File: src/rtl/mult_pkg.sv
// Shared definitions for the multiply-accumulate slice.
// Holds the default widths, the saturation bounds at the default accumulator
// width, and the FSM state encoding used by mult_acc.
package mult_pkg;

  localparam int PROD_W_DEF = 34;  // N+M+2 with N=M=16
  localparam int ACC_W_DEF  = 40;
  localparam int LW_DEF     = 8;

  // Clamp bounds at the default accumulator width.
  localparam logic signed [ACC_W_DEF-1:0] ACC_MAX = {1'b0, {(ACC_W_DEF-1){1'b1}}};
  localparam logic signed [ACC_W_DEF-1:0] ACC_MIN = {1'b1, {(ACC_W_DEF-1){1'b0}}};

  typedef enum logic {
    ST_IDLE = 1'b0,
    ST_ACC  = 1'b1
  } state_e;

endpackage

File: src/rtl/mult_acc_if.sv
// Bus between the multiplier-side producer / sum consumer and mult_acc.
//   clr, len, prod_vld, prod : frame control and product stream (into mult_acc)
//   sum_rdy                  : consumer ready (into mult_acc)
//   sum_vld, sum, sum_sat    : head of the output buffer (out of mult_acc)
//   drop, busy               : status (out of mult_acc)
// master = the side driving products / consuming sums, slave = mult_acc.
interface mult_acc_if #(
  parameter int P     = mult_pkg::PROD_W_DEF,
  parameter int ACC_W = mult_pkg::ACC_W_DEF,
  parameter int LW    = mult_pkg::LW_DEF
);
  logic                    clr;
  logic [LW-1:0]           len;
  logic                    prod_vld;
  logic signed [P-1:0]     prod;
  logic                    sum_vld;
  logic                    sum_rdy;
  logic signed [ACC_W-1:0] sum;
  logic                    sum_sat;
  logic                    drop;
  logic                    busy;

  modport master (
    output clr, len, prod_vld, prod, sum_rdy,
    input  sum_vld, sum, sum_sat, drop, busy
  );

  modport slave (
    input  clr, len, prod_vld, prod, sum_rdy,
    output sum_vld, sum, sum_sat, drop, busy
  );
endinterface

File: src/rtl/acc_fifo2.sv
// Two-entry FIFO carrying {sum, sat} frames out of the accumulator.
//   clk, rst        : clock, synchronous active-high reset
//   push_i, din_i   : write side; a push while full is ignored unless a pop
//                     happens in the same cycle
//   full_o          : both entries occupied
//   pop_i, dout_o   : read side; dout_o is the head, forced to 0 when empty
//   empty_o         : no entries
// Entry 0 is always the head, so the head only moves on a pop.
module acc_fifo2 #(
  parameter int W = 41
) (
  input  logic         clk,
  input  logic         rst,
  input  logic         push_i,
  input  logic [W-1:0] din_i,
  output logic         full_o,
  input  logic         pop_i,
  output logic [W-1:0] dout_o,
  output logic         empty_o
);
  logic [W-1:0] ent0_q, ent1_q;
  logic [1:0]   cnt_q;
  logic         do_pop, do_push;

  assign empty_o = (cnt_q == 2'd0);
  assign full_o  = (cnt_q == 2'd2);
  assign do_pop  = pop_i & ~empty_o;
  // A full buffer still takes a push when the head leaves in the same cycle.
  assign do_push = push_i & (~full_o | do_pop);
  assign dout_o  = empty_o ? '0 : ent0_q;

  always_ff @(posedge clk) begin
    if (rst) begin
      ent0_q <= '0;
      ent1_q <= '0;
      cnt_q  <= 2'd0;
    end else begin
      case ({do_push, do_pop})
        2'b01: begin
          ent0_q <= ent1_q;
          cnt_q  <= cnt_q - 2'd1;
        end
        2'b10: begin
          if (cnt_q == 2'd0) ent0_q <= din_i;
          else               ent1_q <= din_i;
          cnt_q <= cnt_q + 2'd1;
        end
        2'b11: begin
          if (cnt_q == 2'd1) begin
            ent0_q <= din_i;
          end else begin
            ent0_q <= ent1_q;
            ent1_q <= din_i;
          end
        end
        default: ;
      endcase
    end
  end
endmodule

File: src/rtl/mult_acc.sv
// Frame accumulator behind the pipelined shift-add multiplier.
// Sums `len` signed products per frame with saturation and queues each
// frame result {sum, sat} into a 2-entry buffer, since the multiplier
// upstream cannot be stalled.
//   clk, rst : clock, synchronous active-high reset
//   bus      : mult_acc_if.slave
//              in : clr, len, prod_vld, prod, sum_rdy
//              out: sum_vld, sum, sum_sat, drop, busy
module mult_acc
  import mult_pkg::*;
#(
  parameter int P     = PROD_W_DEF,
  parameter int ACC_W = ACC_W_DEF,
  parameter int LW    = LW_DEF
) (
  input  logic       clk,
  input  logic       rst,
  mult_acc_if.slave  bus
);
  localparam int W1 = ACC_W + 1;
  localparam logic signed [ACC_W-1:0] MAX_V = {1'b0, {(ACC_W-1){1'b1}}};
  localparam logic signed [ACC_W-1:0] MIN_V = {1'b1, {(ACC_W-1){1'b0}}};

  state_e                  state_q, state_d;
  logic signed [ACC_W-1:0] acc_q, acc_d;
  logic [LW-1:0]           cnt_q, cnt_d;
  logic [LW-1:0]           len_q, len_d;
  logic                    sat_q, sat_d;
  logic                    drop_q, drop_d;

  logic [LW-1:0]           len_eff;
  logic signed [W1-1:0]    prod_x, acc_x, sum_x;
  logic                    clamp;
  logic signed [ACC_W-1:0] s;
  logic                    last;

  logic                    push, push_flag;
  logic                    full, empty, pop;
  logic [ACC_W:0]          fifo_dout;

  // One guard bit over the accumulator: overflow shows up as the top two
  // bits disagreeing, and the guard bit gives the clamp direction.
  assign prod_x  = {{(W1-P){bus.prod[P-1]}}, bus.prod};
  assign acc_x   = (state_q == ST_ACC) ? {acc_q[ACC_W-1], acc_q} : '0;
  assign sum_x   = acc_x + prod_x;
  assign clamp   = sum_x[ACC_W] ^ sum_x[ACC_W-1];
  assign s       = clamp ? (sum_x[ACC_W] ? MIN_V : MAX_V) : sum_x[ACC_W-1:0];

  assign len_eff = (bus.len == '0) ? LW'(1) : bus.len;
  assign last    = ({1'b0, cnt_q} + (LW+1)'(1)) == {1'b0, len_q};

  assign pop     = bus.sum_rdy & ~empty;

  always_comb begin
    state_d   = state_q;
    acc_d     = acc_q;
    cnt_d     = cnt_q;
    len_d     = len_q;
    sat_d     = sat_q;
    push      = 1'b0;
    push_flag = sat_q | clamp;
    if (bus.clr) begin
      // Abort wins over a product arriving in the same cycle.
      state_d = ST_IDLE;
      acc_d   = '0;
      cnt_d   = '0;
      sat_d   = 1'b0;
    end else if (bus.prod_vld) begin
      case (state_q)
        ST_IDLE: begin
          len_d = len_eff;
          if (len_eff == LW'(1)) begin
            push = 1'b1;
          end else begin
            acc_d   = s;
            cnt_d   = LW'(1);
            sat_d   = clamp;
            state_d = ST_ACC;
          end
        end
        default: begin
          if (last) begin
            push    = 1'b1;
            acc_d   = '0;
            cnt_d   = '0;
            sat_d   = 1'b0;
            state_d = ST_IDLE;
          end else begin
            acc_d = s;
            cnt_d = cnt_q + LW'(1);
            sat_d = sat_q | clamp;
          end
        end
      endcase
    end
    drop_d = push & full & ~pop;
  end

  always_ff @(posedge clk) begin
    if (rst) begin
      state_q <= ST_IDLE;
      acc_q   <= '0;
      cnt_q   <= '0;
      len_q   <= '0;
      sat_q   <= 1'b0;
      drop_q  <= 1'b0;
    end else begin
      state_q <= state_d;
      acc_q   <= acc_d;
      cnt_q   <= cnt_d;
      len_q   <= len_d;
      sat_q   <= sat_d;
      drop_q  <= drop_d;
    end
  end

  acc_fifo2 #(.W(ACC_W+1)) u_fifo (
    .clk     (clk),
    .rst     (rst),
    .push_i  (push),
    .din_i   ({s, push_flag}),
    .full_o  (full),
    .pop_i   (bus.sum_rdy),
    .dout_o  (fifo_dout),
    .empty_o (empty)
  );

  assign bus.sum_vld = ~empty;
  assign bus.sum     = fifo_dout[ACC_W:1];
  assign bus.sum_sat = fifo_dout[0];
  assign bus.drop    = drop_q;
  assign bus.busy    = (state_q == ST_ACC);
endmodule

File: src/flat_wrapper.sv
// flat-port wrapper written by rule: the top's interface ports become plain ports
module mult_acc_flat import mult_pkg::*;
#(
  parameter int P     = PROD_W_DEF,
  parameter int ACC_W = ACC_W_DEF,
  parameter int LW    = LW_DEF
)
  (clk, rst, bus_clr, bus_len, bus_prod_vld, bus_prod, bus_sum_rdy, bus_sum_vld, bus_sum, bus_sum_sat, bus_drop, bus_busy);
  mult_acc_if #(.P(P), .ACC_W(ACC_W), .LW(LW)) bus_i ();
  input  logic clk;
  input  logic rst;
  input wire logic [$bits(bus_i.clr)-1:0] bus_clr;
  input wire logic [$bits(bus_i.len)-1:0] bus_len;
  input wire logic [$bits(bus_i.prod_vld)-1:0] bus_prod_vld;
  input wire logic [$bits(bus_i.prod)-1:0] bus_prod;
  input wire logic [$bits(bus_i.sum_rdy)-1:0] bus_sum_rdy;
  output wire logic [$bits(bus_i.sum_vld)-1:0] bus_sum_vld;
  output wire logic [$bits(bus_i.sum)-1:0] bus_sum;
  output wire logic [$bits(bus_i.sum_sat)-1:0] bus_sum_sat;
  output wire logic [$bits(bus_i.drop)-1:0] bus_drop;
  output wire logic [$bits(bus_i.busy)-1:0] bus_busy;
  assign bus_i.clr = bus_clr;
  assign bus_i.len = bus_len;
  assign bus_i.prod_vld = bus_prod_vld;
  assign bus_i.prod = bus_prod;
  assign bus_i.sum_rdy = bus_sum_rdy;
  assign bus_sum_vld = bus_i.sum_vld;
  assign bus_sum = bus_i.sum;
  assign bus_sum_sat = bus_i.sum_sat;
  assign bus_drop = bus_i.drop;
  assign bus_busy = bus_i.busy;
  mult_acc #(.P(P), .ACC_W(ACC_W), .LW(LW)) u_core (.clk(clk), .rst(rst), .bus(bus_i));
endmodule
File: config.mk
export PLATFORM = sky130hd
export DESIGN_NAME = mult_acc_flat
export DESIGN_NICKNAME = d
export VERILOG_FILES = /design/src/rtl/mult_pkg.sv /design/src/rtl/mult_acc_if.sv /design/src/rtl/acc_fifo2.sv /design/src/rtl/mult_acc.sv /design/src/flat_wrapper.sv
export SDC_FILE = /design/constraint.sdc
export NUM_CORES = 1
export LEC_CHECK = 0
export CORE_MARGIN = 8
export CORE_UTILIZATION = 42
export DETAILED_ROUTE_END_ITERATION = 10
export SYNTH_ARGS = -nofsm -noshare
export SYNTH_HDL_FRONTEND = slang
export SYNTH_SLANG_ARGS = --single-unit
File: constraint.sdc
create_clock -name clk -period 6.1 [get_ports clk]
set_clock_uncertainty 0.2 [all_clocks]
set_input_delay 0.915 -clock clk [delete_from_list [all_inputs] [get_ports clk]]
set_output_delay 0.915 -clock clk [all_outputs]
set_load 0.005 [all_outputs]
==> tab_implementation.tex <==
\begin{tabular}{lr}
\hline
Metric & Value \\
\hline
\multicolumn{2}{l}{\textbf{Clock network}} \\
\quad Clock-pin slew of the registers on the worst-case setup and hold paths & 0.06 ns \\
\quad Count of clock tree sinks & 143 \\
\quad Post-CTS Setup Inserts & 0 \\
\quad Worst-Skew Late Latency & 0.43 ns \\
\quad H-tree levels & 4 \\
\quad Clock tree from TritonCTS & built \\
\quad Hold-fix buffers at CTS & 0 \\
\quad Number of gates given a new drive strength after cts & 0 \\
\quad Clock buffer depth & 2 \\
\quad CTS buffer count & 17 \\
\quad Library cell used as clock root buffer & sky130\_fd\_sc\_hd\_\_clkbuf\_16 \\
\multicolumn{2}{l}{\textbf{Critical path}} \\
\quad Startpoint-to-endpoint class of the critical path & primary input to flop \\
\quad Family with the most delay on the worst path & simple AND/OR/NAND/NOR gates \\
\quad CP startpoint kind & primary input \\
\quad Critical-path cell list & clkdlybuf4s50\_1 > or4\_1 > or4\_1 > or2\_1 > and2\_1 > a211oi\_1 > ha\_1 > mux2i\_4 > buf\_4 > nand2\_1 > a21oi\_1 > a21oi\_1 > a311oi\_1 \\
\quad Endpoint of the worst register-to-register path & u\_core.u\_fifo.ent1\_q[19] \\
\quad FF-to-FF setup slack & 1.61 ns \\
\quad Worst r2r src & u\_core.bus.busy \\
\quad Capturing element type of the critical path & flop \\
\quad Worst path bufs/invs & 2 \\
\quad CP Data Arrival Time & 4.87 ns \\
\quad Depth of the worst register-to-register path & 15 \\
\quad Required time at the endpoint of the critical path & 6.23 ns \\
\quad Number of cells on the critical path & 13 \\
\quad Worst-path cell with the longest stage delay & sky130\_fd\_sc\_hd\_\_or4\_1 \\
\quad Critical Path Fanout Max & 48 \\
\quad CP peak stage delay & 0.53 ns \\
\multicolumn{2}{l}{\textbf{Synthesis}} \\
\quad Main combinational cell family by area after synthesis & compound AO/OA/AOI/OAI gates \\
\quad Post-synthesis cell type count & 70 \\
\quad Area share of xor/xnor cells in the synthesized design & 3.886\% \\
\quad Top-area cell type share of the netlist area & 31.75\% \\
\quad Number of cells produced by synthesis & 1206 \\
\quad Post-synth net total & 1300 \\
\quad Register bit count reported by yosys & 143 \\
\quad Main area contributors after synthesis & sky130\_fd\_sc\_hd\_\_dfxtp\_1, sky130\_fd\_sc\_hd\_\_a21oi\_1, sky130\_fd\_sc\_hd\_\_ha\_1 \\
\quad Netlist area before placement & 0.009016 mm² \\
\quad Count of synthesis-stage warnings from yosys & 0 \\
\quad Fraction of registers with async set/reset & 0\% \\
\quad Library cell with the largest summed area after synthesis & sky130\_fd\_sc\_hd\_\_dfxtp\_1 \\
\quad Average footprint of a synthesized cell & 7.476 µm² \\
\quad Share of synthesized cell area in full adder, half adder and majority cells & 6.606\% \\
\quad Share of cell area taken by muxes after synthesis & 1.152\% \\
\quad Simple-gate share of the synthesized area & 23.31\% \\
\quad Sequential fraction of the synthesis area & 31.75\% \\
\quad Predominant post-synthesis flop cell & sky130\_fd\_sc\_hd\_\_dfxtp\_1 \\
\quad Complex-gate fraction of the synthesized area & 28.93\% \\
\quad Post-synth EDFFs & 0 \\
\multicolumn{2}{l}{\textbf{Route}} \\
\quad DRC viols & 0 \\
\quad Post-Route WL & 28.06 mm \\
\quad Vias/cell & 5.734 \\
\quad First-pass DRT Iterations & 5 \\
\quad Wire length per cell after detailed routing & 18.17 µm \\
\quad Count of nets left with antenna violations after detail routing & 0 \\
\quad Violation count after the first detailed-routing iteration & 593 \\
\quad Total vias in the final route & 8853 \\
\multicolumn{2}{l}{\textbf{Placement}} \\
\quad Gpl congestion & 0.9297 \\
\quad HPWL after detailed placement & 20.73 mm \\
\quad Number of cells in the design after placement & 1512 \\
\quad Port bufs & 90 \\
\multicolumn{2}{l}{\textbf{Timing}} \\
\quad Max Freq & 0.2113 GHz \\
\quad Period minus WS final & 4.733 ns \\
\quad Final hold viol count & 0 \\
\quad Setup Total Neg Slack & 0 ns \\
\quad Remaining max-slew budget at the tightest pin & 19.09\% \\
\quad Actual slew at the worst max-slew pin & 1.211 ns \\
\quad Count of final max-slew check failures & 0 \\
\quad Final cycle utilization of the critical path & 77.59\% \\
\quad Finish-stage setup viols & 0 \\
\quad RSZ-0062 raised after global routing & false \\
\multicolumn{2}{l}{\textbf{Finish}} \\
\quad Commonest cells after routing, fill and taps aside & sky130\_fd\_sc\_hd\_\_a21oi\_1, sky130\_fd\_sc\_hd\_\_nand2\_1, sky130\_fd\_sc\_hd\_\_dfxtp\_1 \\
\quad P\&R area growth vs syn & 19.12\% \\
\quad Net count reported at finish & 1350 \\
\quad Area of the multi-input gates & 0.005814 mm² \\
\quad Leading cell type in the layout, fill and taps excluded & sky130\_fd\_sc\_hd\_\_a21oi\_1 \\
\quad Number of filler cells placed in the layout & 2064 \\
\quad Seq. cell area & 0.002863 mm² \\
\quad Antenna cells & 0 \\
\quad Share of layout cells above drive strength 1 & 5.595\% \\
\quad Fin cells & 1544 \\
\multicolumn{2}{l}{\textbf{Global route}} \\
\quad Antenna violations before repair & 0 \\
\quad Pin count of the biggest net entering global routing & 54 \\
\quad Total Routing Usage GR & 21.38\% \\
\quad Grt total ovfl & 0 \\
\quad Vias in the first global route & 8299 \\
\quad Global-route wire length before repair & 45.53 mm \\
\multicolumn{2}{l}{\textbf{Power}} \\
\quad Leakage & 4.080 nW \\
\quad Internal power component & 1.790 mW \\
\quad Relative contribution of sequential cells to total power & 39.8\% \\
\quad Areal power density over the cells & 235.3 mW/mm² \\
\quad Worst vdd ir & 0.1994 mV \\
\quad Combinational share of power & 17.6\% \\
\quad Power, Total & 2.527 mW \\
\quad Switching share of total power & 29.18\% \\
\quad Share of power burned in the clock network & 42.6\% \\
\quad Power dissipated by switching net loads & 0.7376 mW \\
\multicolumn{2}{l}{\textbf{Floorplan}} \\
\quad Die Outline Area & 0.02641 mm² \\
\quad Area of the core & 0.02102 mm² \\
\quad Initial standard-cell utilization of the core & 42.89\% \\
\quad Rows & 53 \\
\quad I/O pins & 91 \\
\quad Die W & 162.5 µm \\
\quad Die height & 162.5 µm \\
\multicolumn{2}{l}{\textbf{Job}} \\
\quad Max-cap viol count & 0 \\
\multicolumn{2}{l}{\textbf{Min path}} \\
\quad Depth of the worst hold-timing path & 2 \\
\quad End point of the most critical hold path & u\_core.acc\_q[8] \\
\quad Startpoint of the most critical hold path & u\_core.acc\_q[8] \\
\quad Path type of the worst min-delay path & flop to flop \\
\multicolumn{2}{l}{\textbf{Run status}} \\
\quad Run status & finished, final reports clean \\
\hline
\end{tabular}
## routing by layer
metal | track usage [%] | wire, µm | part of all wire (%) | vias up
met5 | 0 | 0 | 0 | -
met4 | 5.724 | 333 | 1.2 | 0
met3 | 3.691 | 1547 | 5.5 | 21
met2 | 32.48 | 12210 | 44 | 254
met1 | 30.51 | 13960 | 50 | 4168
li1 | - | - | - | 4410
## worst max-delay path by stage
stage / start / end / slack, ns
finish: bus_len[5] / u_core.u_fifo.ent0_q[26] / 1.37
global route: bus_prod[0] / u_core.u_fifo.ent0_q[2] / 0.97
CTS: bus_len[5] / u_core.u_fifo.ent0_q[37] / 1.40
detailed placement: bus_len[5] / u_core.u_fifo.ent0_q[29] / 0.97
global placement: bus_len[5] / u_core.u_fifo.ent0_q[37] / 1.05
floorplan: bus_len[5] / u_core.u_fifo.ent1_q[30] / 1.67
## worst reg2reg max path: cells and delay by family (launching register included)
| family | cells | cell delay [ns] |
|---|---|---|
| DFF | 1 | 0.33 |
| buffers and inverters | 3 | 0.66 |
| adders and majority gates | 2 | 0.58 |
| and+or+nand+nor | 5 | 1.50 |
| muxes | 1 | 0.28 |
| AOI/OAI and AO/OA | 4 | 0.88 |
## kinds of logic (layout without fill, tap and decap cells)
kind of cell | count (synthesis) | after routing
XOR/XNOR | 40 | 40
AND/OR/NAND/NOR | 437 | 437
buffers and inverters | 98 | 161
AO/OA/AOI/OAI | 432 | 432
multiplexers | 9 | 9
adder cells (fa/ha/maj) | 47 | 47
flip-flops | 143 | 143
## cell type report
type,instances,share of cell area [%]
inverters,21,0.7339
clock inverters,15,1.712
multi-input cells,965,54.14
repair buffers,108,9.599
flip-flops and latches,143,26.65
well taps,275,3.204
clock buffers,17,3.961
## flip-flops by register name (all words and copies together) (netlist names)
register and flops:
u_core.acc_q 40, u_core.u_fifo.ent0_q 41, u_core.sat_q 1, u_core.len_q 8, u_core.cnt_q 8, u_core.bus.busy 1, u_core.u_fifo.cnt_q 2, u_core.bus.drop 1
u_core.u_fifo.ent1_q 41
## per-stage QoR
stage	hold WS [ns]	area, µm²	setup WS [ns]	util (%)
global placement	0.2300	10130	1.051	48.19
floorplan	0.2168	9016	1.672	-
finish	0.2483	10740	1.367	51.09
global route	0.2586	10740	0.9669	51.09
detailed placement	0.2369	10130	0.9685	48.19
CTS	0.2496	10740	1.397	51.09
## synth_stat cells (5+ instances only)
cell	number
sky130_fd_sc_hd__nor3_1	20
sky130_fd_sc_hd__mux2i_1	7
sky130_fd_sc_hd__xor2_1	21
sky130_fd_sc_hd__o211ai_1	10
sky130_fd_sc_hd__nand2_1	146
sky130_fd_sc_hd__a31oi_1	6
sky130_fd_sc_hd__o21a_1	8
sky130_fd_sc_hd__nor2b_1	45
sky130_fd_sc_hd__xnor2_1	19
sky130_fd_sc_hd__nand4_1	15
sky130_fd_sc_hd__a21o_1	24
sky130_fd_sc_hd__nand3_1	13
sky130_fd_sc_hd__o21bai_1	10
sky130_fd_sc_hd__ha_1	46
sky130_fd_sc_hd__inv_1	21
sky130_fd_sc_hd__or2_2	5
sky130_fd_sc_hd__dfxtp_1	143
sky130_fd_sc_hd__clkbuf_1	57
sky130_fd_sc_hd__a211oi_1	27
sky130_fd_sc_hd__nor2_1	105
sky130_fd_sc_hd__and3_1	5
sky130_fd_sc_hd__o21ai_0	109
sky130_fd_sc_hd__a311oi_1	14
sky130_fd_sc_hd__nor4_1	5
sky130_fd_sc_hd__a22oi_1	6
sky130_fd_sc_hd__nand2b_1	11
sky130_fd_sc_hd__o21ai_1	26
sky130_fd_sc_hd__a21oi_1	154
sky130_fd_sc_hd__buf_2	16
sky130_fd_sc_hd__and2_1	48
## power groups by stage
stage | registers (mW) | clock network [mW] | logic (mW)
floorplan | 1.02 | 0 | 0.296
global placement | 1.03 | 0 | 0.438
detailed placement | 1.03 | 0 | 0.442
CTS | 1.01 | 1.09 | 0.444
global route | 1.01 | 1.13 | 0.494
finish | 1.01 | 1.08 | 0.444
Power figures use the tool's default switching activity.
